===== src/rtl/clk_divider_pkg.sv =====
// clk_divider_pkg
// Shared definitions for the programmable clock divider:
//   - DEFAULT_WIDTH : default divisor / period-counter width
//   - MIN_DIV       : smallest divisor accepted by a load request
//   - state_e       : control FSM states (STOP, RUN, PEND)
package clk_divider_pkg;

  localparam int DEFAULT_WIDTH = 8;
  localparam int MIN_DIV       = 2;

  typedef enum logic [1:0] {
    STOP = 2'd0,  // en low, counter parked at 0, outputs low
    RUN  = 2'd1,  // dividing, no divisor waiting
    PEND = 2'd2   // dividing, a new divisor waits for the period wrap
  } state_e;

endpackage


===== src/rtl/clk_divider_cnt.sv =====
// clk_divider_cnt
// Period counter for the clock divider. Counts 0..div_act-1 and wraps.
// Ports:
//   clk      : clock
//   rst_n    : asynchronous active-low reset (counter -> 0)
//   clr      : force the counter to 0 on the next edge (stopped / starting)
//   div_act  : currently active divisor N
//   cnt_nxt  : counter value after the next edge (used by the output flops)
//   wrap     : current cycle is the last one of the period (cnt == N-1)
module clk_divider_cnt
  import clk_divider_pkg::*;
#(
  parameter int WIDTH = DEFAULT_WIDTH
) (
  input  logic             clk,
  input  logic             rst_n,
  input  logic             clr,
  input  logic [WIDTH-1:0] div_act,
  output logic [WIDTH-1:0] cnt_nxt,
  output logic             wrap
);

  localparam logic [WIDTH-1:0] ONE = WIDTH'(1);

  logic [WIDTH-1:0] cnt_q;
  logic [WIDTH-1:0] cnt_d;

  assign wrap    = (cnt_q == (div_act - ONE));
  assign cnt_nxt = cnt_d;

  always_comb begin
    cnt_d = cnt_q + ONE;
    if (clr || wrap) begin
      cnt_d = '0;
    end
  end

  always_ff @(posedge clk or negedge rst_n) begin
    if (!rst_n) begin
      cnt_q <= '0;
    end else begin
      cnt_q <= cnt_d;
    end
  end

endmodule


===== src/rtl/clk_divider.sv =====
// clk_divider
// Programmable, glitch-free clock divider with a safe divisor-change
// handshake. A new divisor is only applied at a period boundary (or at
// once while stopped), so no output period is ever truncated or stretched.
// Optional feature: define CLK_DIVIDER_TICK_CNT_EN to add the 16-bit
// tick_cnt output (free-running count of tick pulses).
// Ports:
//   clk      : clock
//   rst_n    : asynchronous active-low reset
//   en       : 1 = divide, 0 = stopped
//   div_val  : requested divisor
//   div_load : one-cycle load request for div_val
//   div_ack  : pulse when a pending divisor becomes active
//   div_err  : pulse the cycle after a rejected (div_val < 2) load
//   pend     : an accepted divisor is waiting to be applied
//   clk_out  : divided clock (high for floor(N/2) of every N cycles)
//   tick     : pulse in the last cycle of each output period
//   tick_cnt : (CLK_DIVIDER_TICK_CNT_EN only) number of ticks, mod 2**16
module clk_divider
  import clk_divider_pkg::*;
#(
  parameter int WIDTH     = DEFAULT_WIDTH,
  parameter int RESET_DIV = 4
) (
  input  logic             clk,
  input  logic             rst_n,
  input  logic             en,
  input  logic [WIDTH-1:0] div_val,
  input  logic             div_load,
  output logic             div_ack,
  output logic             div_err,
  output logic             pend,
  output logic             clk_out,
  output logic             tick
`ifdef CLK_DIVIDER_TICK_CNT_EN
  ,
  output logic [15:0]      tick_cnt
`endif
);

  localparam logic [WIDTH-1:0] ONE       = WIDTH'(1);
  localparam logic [WIDTH-1:0] MIN_DIV_W = WIDTH'(MIN_DIV);
  localparam logic [WIDTH-1:0] RST_DIV_W = WIDTH'(RESET_DIV);

  state_e           state_q, state_d;
  logic [WIDTH-1:0] div_act_q, div_act_d;
  logic [WIDTH-1:0] div_pend_q, div_pend_d;
  logic             pend_q, pend_d;
  logic             clk_out_q, clk_out_d;
  logic             tick_q, tick_d;
  logic             div_ack_q, div_ack_d;
  logic             div_err_q, div_err_d;

  logic             cnt_clr;
  logic [WIDTH-1:0] cnt_nxt;
  logic             wrap;
  logic             load_ok;
  logic             apply_pend;

  // Counter parks at 0 while stopped and in the first cycle after a
  // STOP->RUN transition.
  assign cnt_clr = !en || (state_q == STOP);

  clk_divider_cnt #(
    .WIDTH (WIDTH)
  ) u_cnt (
    .clk     (clk),
    .rst_n   (rst_n),
    .clr     (cnt_clr),
    .div_act (div_act_q),
    .cnt_nxt (cnt_nxt),
    .wrap    (wrap)
  );

  always_comb begin
    state_d    = state_q;
    div_act_d  = div_act_q;
    div_pend_d = div_pend_q;
    pend_d     = pend_q;
    div_ack_d  = 1'b0;
    div_err_d  = 1'b0;
    clk_out_d  = 1'b0;
    tick_d     = 1'b0;

    load_ok = div_load && (div_val >= MIN_DIV_W);

    // A pending divisor is applied at the end of a running period, or
    // immediately when no period is in progress (stopped or stopping).
    apply_pend = pend_q && (!en || (state_q == STOP) || wrap);

    if (apply_pend) begin
      div_act_d = div_pend_q;
      div_ack_d = 1'b1;
      pend_d    = 1'b0;
    end

    // A load coinciding with an apply becomes the next pending value;
    // it is not folded into the apply happening now.
    if (load_ok) begin
      div_pend_d = div_val;
      pend_d     = 1'b1;
    end

    if (div_load && !load_ok) begin
      div_err_d = 1'b1;
    end

    if (!en) begin
      state_d = STOP;
    end else if (pend_d) begin
      state_d = PEND;
    end else begin
      state_d = RUN;
    end

    // Outputs are computed from next-state values so each output flop
    // lines up with the counter value it describes.
    if (en) begin
      clk_out_d = (cnt_nxt < (div_act_d >> 1));
      tick_d    = (cnt_nxt == (div_act_d - ONE));
    end
  end

  always_ff @(posedge clk or negedge rst_n) begin
    if (!rst_n) begin
      state_q    <= STOP;
      div_act_q  <= RST_DIV_W;
      div_pend_q <= '0;
      pend_q     <= 1'b0;
      clk_out_q  <= 1'b0;
      tick_q     <= 1'b0;
      div_ack_q  <= 1'b0;
      div_err_q  <= 1'b0;
    end else begin
      state_q    <= state_d;
      div_act_q  <= div_act_d;
      div_pend_q <= div_pend_d;
      pend_q     <= pend_d;
      clk_out_q  <= clk_out_d;
      tick_q     <= tick_d;
      div_ack_q  <= div_ack_d;
      div_err_q  <= div_err_d;
    end
  end

  assign div_ack = div_ack_q;
  assign div_err = div_err_q;
  assign pend    = pend_q;
  assign clk_out = clk_out_q;
  assign tick    = tick_q;

`ifdef CLK_DIVIDER_TICK_CNT_EN
  logic [15:0] tick_cnt_q, tick_cnt_d;

  // Advances together with the tick flop; holds while stopped since
  // tick_d is forced low there. Wraps naturally at 16 bits.
  always_comb begin
    tick_cnt_d = tick_cnt_q;
    if (tick_d) begin
      tick_cnt_d = tick_cnt_q + 16'd1;
    end
  end

  always_ff @(posedge clk or negedge rst_n) begin
    if (!rst_n) begin
      tick_cnt_q <= 16'd0;
    end else begin
      tick_cnt_q <= tick_cnt_d;
    end
  end

  assign tick_cnt = tick_cnt_q;
`endif

endmodule


===== config.mk =====
export PLATFORM = sky130hd
export DESIGN_NAME = clk_divider
export DESIGN_NICKNAME = d
export VERILOG_FILES = /design/src/rtl/clk_divider_pkg.sv /design/src/rtl/clk_divider_cnt.sv /design/src/rtl/clk_divider.sv
export SDC_FILE = /design/constraint.sdc
export NUM_CORES = 1
export LEC_CHECK = 0
export BUFFER_PORTS_ARGS = -buffer_cell sky130_fd_sc_hd__buf_2
export CORE_MARGIN = 5
export CORE_UTILIZATION = 35
export CTS_CLUSTER_SIZE = 10
export DETAILED_ROUTE_END_ITERATION = 8
export GPL_TIMING_DRIVEN = 0
export PLACE_DENSITY_LB_ADDON = 0.05
export SLEW_MARGIN = 20
export SYNTH_ARGS = -nofsm -noshare
export SYNTH_HDL_FRONTEND = slang
export SYNTH_HIERARCHICAL = 1
export SYNTH_SLANG_ARGS = --single-unit

===== constraint.sdc =====
create_clock -name clk -period 10.5 [get_ports clk]
set_clock_uncertainty 0.1 [all_clocks]
set_input_delay 0 -clock clk [delete_from_list [all_inputs] [get_ports clk]]
set_output_delay 0 -clock clk [all_outputs]
set_load 0.005 [all_outputs]

== Word-level counts from Yosys, hierarchy flattened ==
Index checks and enable logic that the tools add are counted.
W data, S select, Z words.
Word-level totals
  RAM bits: 0
  register bits: 31
  bits in latches: 0
  input port bits: 12
  logic and storage cells: 34
  bits in read-only memories: 0
  memories: 0
  output and inout bits: 5
Cells by class
  reduce and logical (&&, ||, !) cells: 8
  eq/ne operators: 2
  add/subtract/negate cells: 3
  order comparisons: 2
  bitwise operators: 0
  shift operators: 0
  multiply operators: 0
  muxes and demuxes: 10
  divide/modulo/power cells: 0
Operators by type and width (number)
  $eq A8 B8 Y1: 2
  $mux W8: 2
  $sub A8 B1 Y8 const B: 2
  $add A8 B1 Y8 const B: 1
  $ge A8 B2 Y1 const B: 1
  $lt A8 B7 Y1: 1
  $mux W1: 6
  $mux W2: 2
  $logic_and A1 B1 Y1: 3
  $logic_not A1 Y1: 2
  $logic_not A2 Y1: 1
  $logic_or A1 B1 Y1: 2

== Longest topological paths before layout ==
  depth in word-level cells: 8
  depth in mapped cells: 14
  mapped depth without buffers: 13

== Modules after synthesis ==
The synthesis kept the hierarchy.
Modules (own cells, without submodules)
  clk_divider: instances 1, sequential area each 576.8 µm², cells an instance 131, area an instance 1345.0 µm²
  clk_divider_cnt: instances 1, sequential area each 200.2 µm², cells an instance 65, area an instance 635.6 µm²

== Worst setup path after synthesis ==
No wires, ideal clock.
  path type: reg-to-reg
  from: reg div_act_q[0]
  to: reg tick_q, in the netlist tick
  arrival time: 3389 ps
  required time: 10289 ps
  stages on the path, launching flop included: 12
  setup time: 111 ps
  setup slack: 6900 ps
  cells stage by stage: dfrtp_1 > or4_4 > nor4_1 > a311oi_2 > a221oi_4 > o21ai_4 > buf_4 > mux2i_1 > ha_1 > o21ai_0 > or3_1 > a2111oi_2
Between the ends
  longest elaborated chain between the ends: 8
  elaborated cells on any way between the ends: 9
RTL lines
  start, declared: line clk_divider.sv:46  | logic [WIDTH-1:0] div_act_q, div_act_d;
  start signal, assigned: line clk_divider.sv:136  | div_act_q <= div_act_d;
  $sub A8 B1 Y8 (*): line clk_divider_cnt.sv:28  | assign wrap = (cnt_q == (div_act - ONE));
  $eq A8 B8 Y1 (*): line clk_divider_cnt.sv:28
  net wrap: line clk_divider.sv:56  | logic wrap;
  $logic_or A1 B1 Y1 (*): line clk_divider_cnt.sv:33, clk_divider.sv:89
  $logic_and A1 B1 Y1: line clk_divider.sv:89  | apply_pend = pend_q && (!en || (state_q == STOP) || wrap);
  $mux W8: line clk_divider.sv:91  | if (apply_pend) begin
  $sub A8 B1 Y8: line clk_divider.sv:120  | tick_d = (cnt_nxt == (div_act_d - ONE));
  $eq A8 B8 Y1 (*): line clk_divider.sv:120
  $mux W1 (*): line clk_divider.sv:118  | if (en) begin
  net tick_d: line clk_divider.sv:50  | logic tick_q, tick_d;
  end signal, assigned: line clk_divider.sv:140  | tick_q <= tick_d;
  end, declared: line clk_divider.sv:50
The timed path passes the listed nets; every way through them passes the cells marked *.
A chain may end at the register's enable or synchronous reset.

== Worst setup path in the final report ==
Ends and elaborated chain as after synthesis.

==> run summary <==
The run finished with clean final reports. Data arrives at the worst endpoint at 4.26 ns. The wire length of the first global-routing pass is 7.40 mm. The fraction of layout cells with a size suffix above 1 is 15.7%. The flip-flop and latch count after synthesis came out at 31. The type of the tightest min-delay check is input port to flip-flop. The clock-pin slew on the worst setup and hold paths is 0.06 ns.

The category of the worst setup path capture point is a flip-flop. The count of flip-flops with a built-in enable after synthesis is 0. The starting density of the core is 36.0%. The area of the mapped netlist is 0.00198 sq mm. The number of antenna cells inserted is 0.

The via count of the first global-routing pass is 1596. The cell that appears most often on the critical path is sky130_fd_sc_hd__ha_1. The fraction of registers with async set/reset is 100%. The setup path with the least slack is of type flip-flop to flip-flop.

The kind of cell with the highest combined delay along the critical path is compound AO/OA/AOI/OAI gates. The maximum ir drop on the vdd rail came out at 0.0685 mV. The leakage power came out at 0.00110 uW.

The average instance area after synthesis is 10.1 sq um. The required time reported for the critical path endpoint is 10.57 ns. The overall via count from detail_route came out at 1525. TritonCTS built the clock tree. For this run the aggregate overflow at the end of global routing stands at 0. The flip-flop cell with the highest count after synthesis is sky130_fd_sc_hd__dfrtp_1. The H-tree depth reported by CTS came out at 2.

The total setup violations reported at the end of the flow is 0. The height of the die is 85.2 um. Of the post-synthesis cell area, the dominant cell type holds 37.9%. In this run the deepest clock path goes through 2 buffers. The number of pins exceeding their max-slew limit in the final report is 0. The sum of routed wire length over all layers is 4.31 mm. Buffers placed on the I/O ports in this run total 15. The floorplan step defined a die boundary enclosing 0.00726 sq mm.

The critical path contains buffers and inverters numbering 2 combined. For the worst-skew pair, the clock arrives at the later sink with an insertion delay of 0.28 ns. Clock tree synthesis inserted a total of 5 buffers. The worst pin sits at a relative slew slack of 50.9%. The floorplan has 27 rows. For the pin with the worst max-slew slack, the measured transition is 0.730 ns.

After routing, the total negative slack on setup checks comes to 0 ns. When the netlist entered floorplanning its net count stood at 217. Yosys attributes the largest share of cell area to sky130_fd_sc_hd__dfrtp_1 (38%), sky130_fd_sc_hd__xnor2_1 (7.5%), sky130_fd_sc_hd__xor2_1 (6.6%), sky130_fd_sc_hd__mux2i_1 (6.1%), sky130_fd_sc_hd__ha_1 (5.7%). The clock sink total came out at 31.

The first detailed-routing pass ran for 4 iterations. The pin count of the biggest net entering global routing is 32. The number of fill cells is 542. The post-detailed-route DRC marker count is 0. For this run, the number of Yosys warnings is 6. The total core area is 0.00551 sq mm.

The worst path uses 39.9% of the clock period. The top fanout value on the critical path came out at 10. Dividing the detail-routed wire length by the instance count gives 14.0 um.

The final weighted congestion in routability-driven placement came out at 0.814. The synthesized design spends more area on one cell type than any other, namely sky130_fd_sc_hd__dfrtp_1. The HPWL after detailed placement is 3.40 mm. The net count reported at finish is 255. The highest achievable clock rate is 239 MHz. The initial antenna violation count is 0. Synthesis produced 196 cells. In the routed layout, each cell is associated on average with a via count of 4.97. The root buffer cell chosen for the clock tree is sky130_fd_sc_hd__clkbuf_8. The delay contributed by the slowest stage of the critical path came out at 0.53 ns. The number of routed nets with antenna violations is 0. The proportion of synthesized chip area in sequential cells came out at 39.2%.

The number of placed I/O pins is 17. The minimum setup slack among reg-to-reg paths is 6.31 ns. The width of the die is 85.2 um.

The number of maximum-capacitance violations came out at 0. The signal on the critical path passes through inv_1, ha_1, nor3b_1, nand4b_1, a41o_1, a221oi_4, o21ai_4, buf_4, mux2i_1, ha_1, o21ai_0, or3_1, a2111oi_2. Hold timing on the final database bottoms out at a slack of 0.0127 ns. The iteration-0 DRC count of the detailed router came out at 28.

The critical path launch point type is a flip-flop. The final hold violation count was 0. The count of different cell masters after synthesis came out at 44. The area growth from synthesis to final layout is 21.0%. Setup repair after global routing left no endpoint under its margin.

The slowest stage of the critical path is the sky130_fd_sc_hd__a221oi_4 cell. Global routing used 12.7% of the available tracks. Dividing total power by cell area gives a power density of 144 mW/mm^2. The final critical-path required period came out at 4.19 ns.
==> final cells by class <==
class	count	area, sq um	share of cell area, %
flip-flops and latches	31	777	32.4
multi-input cells	147	1130	47.2
well taps	72	90.1	3.76
clock inverters	1	5.00	0.209
clock buffers	7	86.3	3.60
repair buffers	31	235	9.81
plain buffers	5	22.5	0.939
inverters	13	48.8	2.04
==> placed cells by master, fill, tap and decap left out, types with 2 or more instances in the layout <==
master,n
sky130_fd_sc_hd__dfrtp_1,30
sky130_fd_sc_hd__nand2_1,21
sky130_fd_sc_hd__xnor2_1,17
sky130_fd_sc_hd__dlygate4sd3_1,16
sky130_fd_sc_hd__xor2_1,15
sky130_fd_sc_hd__buf_2,15
sky130_fd_sc_hd__inv_1,13
sky130_fd_sc_hd__mux2i_1,12
sky130_fd_sc_hd__nor3_1,12
sky130_fd_sc_hd__ha_1,9
sky130_fd_sc_hd__nor2_1,7
sky130_fd_sc_hd__nand3_1,7
sky130_fd_sc_hd__clkbuf_8,6
sky130_fd_sc_hd__clkbuf_1,4
sky130_fd_sc_hd__or4_4,3
sky130_fd_sc_hd__nand4_1,3
sky130_fd_sc_hd__o21a_1,3
sky130_fd_sc_hd__nor3b_1,3
sky130_fd_sc_hd__nor4_1,2
sky130_fd_sc_hd__and2_1,2
sky130_fd_sc_hd__o21ai_0,2
sky130_fd_sc_hd__or3_1,2
sky130_fd_sc_hd__nor4_2,2
sky130_fd_sc_hd__nand4b_1,2
sky130_fd_sc_hd__nor2b_1,2
sky130_fd_sc_hd__nand3b_1,2
sky130_fd_sc_hd__and3_1,2
==> what timing repair did <==
| action | CTS | global route |
|---|---|---|
| resized for setup | 0 | 0 |
| hold buffers | 16 | 0 |
| buffers inserted | 0 | 0 |
| hold endpoints to repair | 43 | 0 |
==> sequential cells by signal (all words and copies together) (netlist names) <==
register / flops
div_pend_q: 8
u_cnt/cnt_q: 8
div_act_q: 8
div_ack: 1
tick: 1
state_q: 2
pend: 1
clk_out: 1
div_err: 1
==> final timing paths <==
check                                          start                        end  depth (start not counted)
min reg2reg                div_pend_q[7]$_DFFE_PN0P_  div_pend_q[7]$_DFFE_PN0P_                          2
max                           div_act_q[0]$_DFF_PN0_             tick$_DFF_PN0_                         13
min in group asynchronous                      rst_n  div_pend_q[3]$_DFFE_PN0P_                          2
max reg2reg                   div_act_q[0]$_DFF_PN0_             tick$_DFF_PN0_                         13
max in group asynchronous                      rst_n   u_cnt/cnt_q[6]$_DFF_PN0_                          2
min                                         div_load          div_err$_DFF_PN0_                          2
==> cell usage after synthesis (all sizes together) (2+ instances only) <==
cell    count
clkbuf      3
xor2       15
o21ai       4
nor4        4
ha          9
and3        2
or4         4
nand4b      2
nand3       7
o21a        3
buf         2
mux2i      12
inv        13
dfrtp      30
nor3       12
xnor2      17
nor2b       2
nor3b       3
or3         2
nand4       3
nand3b      2
nand2      21
and2        2
nor2        7
==> cell families (layout without fill, tap and decap cells) <==
kind of cell	Yosys count	after routing	synth area share (%)
fa+ha+maj	9	9	5.69
mux	13	13	6.63
xor+xnor	32	32	14.2
simple gates	76	76	21.9
compound gates	17	17	8.84
flops	31	31	39.2
buf+inv	18	57	3.60
==> power breakdown <==
group | switching (uW) | internal (uW) | total (uW)
combinational | 52.6 | 48.7 | 101
clock | 41.2 | 52.7 | 93.9
sequential | 19.0 | 132 | 151
total | 113 | 233 | 346
==> per-stage QoR <==
stage	cell area [sq um]	utilization, %	std cells	power (uW)	setup WS, ns
6_report	2400	43.5	307	346	6.31
5_1_grt	2400	43.5	307	369	6.08
4_1_cts	2400	43.5	307	351	6.33
3_5_place_dp	2150	39.0	283	251	6.34
3_3_place_gp	2150	39.0	283	247	6.46
2_1_floorplan	1980	-	196	224	6.90
==> routing by layer <==
metal  vias up  GRT usage (%)  part of all wire (%)
met5         -              0                     0
met4         0           4.46                   2.3
met3         9           3.11                   3.1
met2        24           22.0                    50
met1       729           15.4                    45
li1        763              -                     -
No activity file was read; power rests on OpenSTA's default activity.
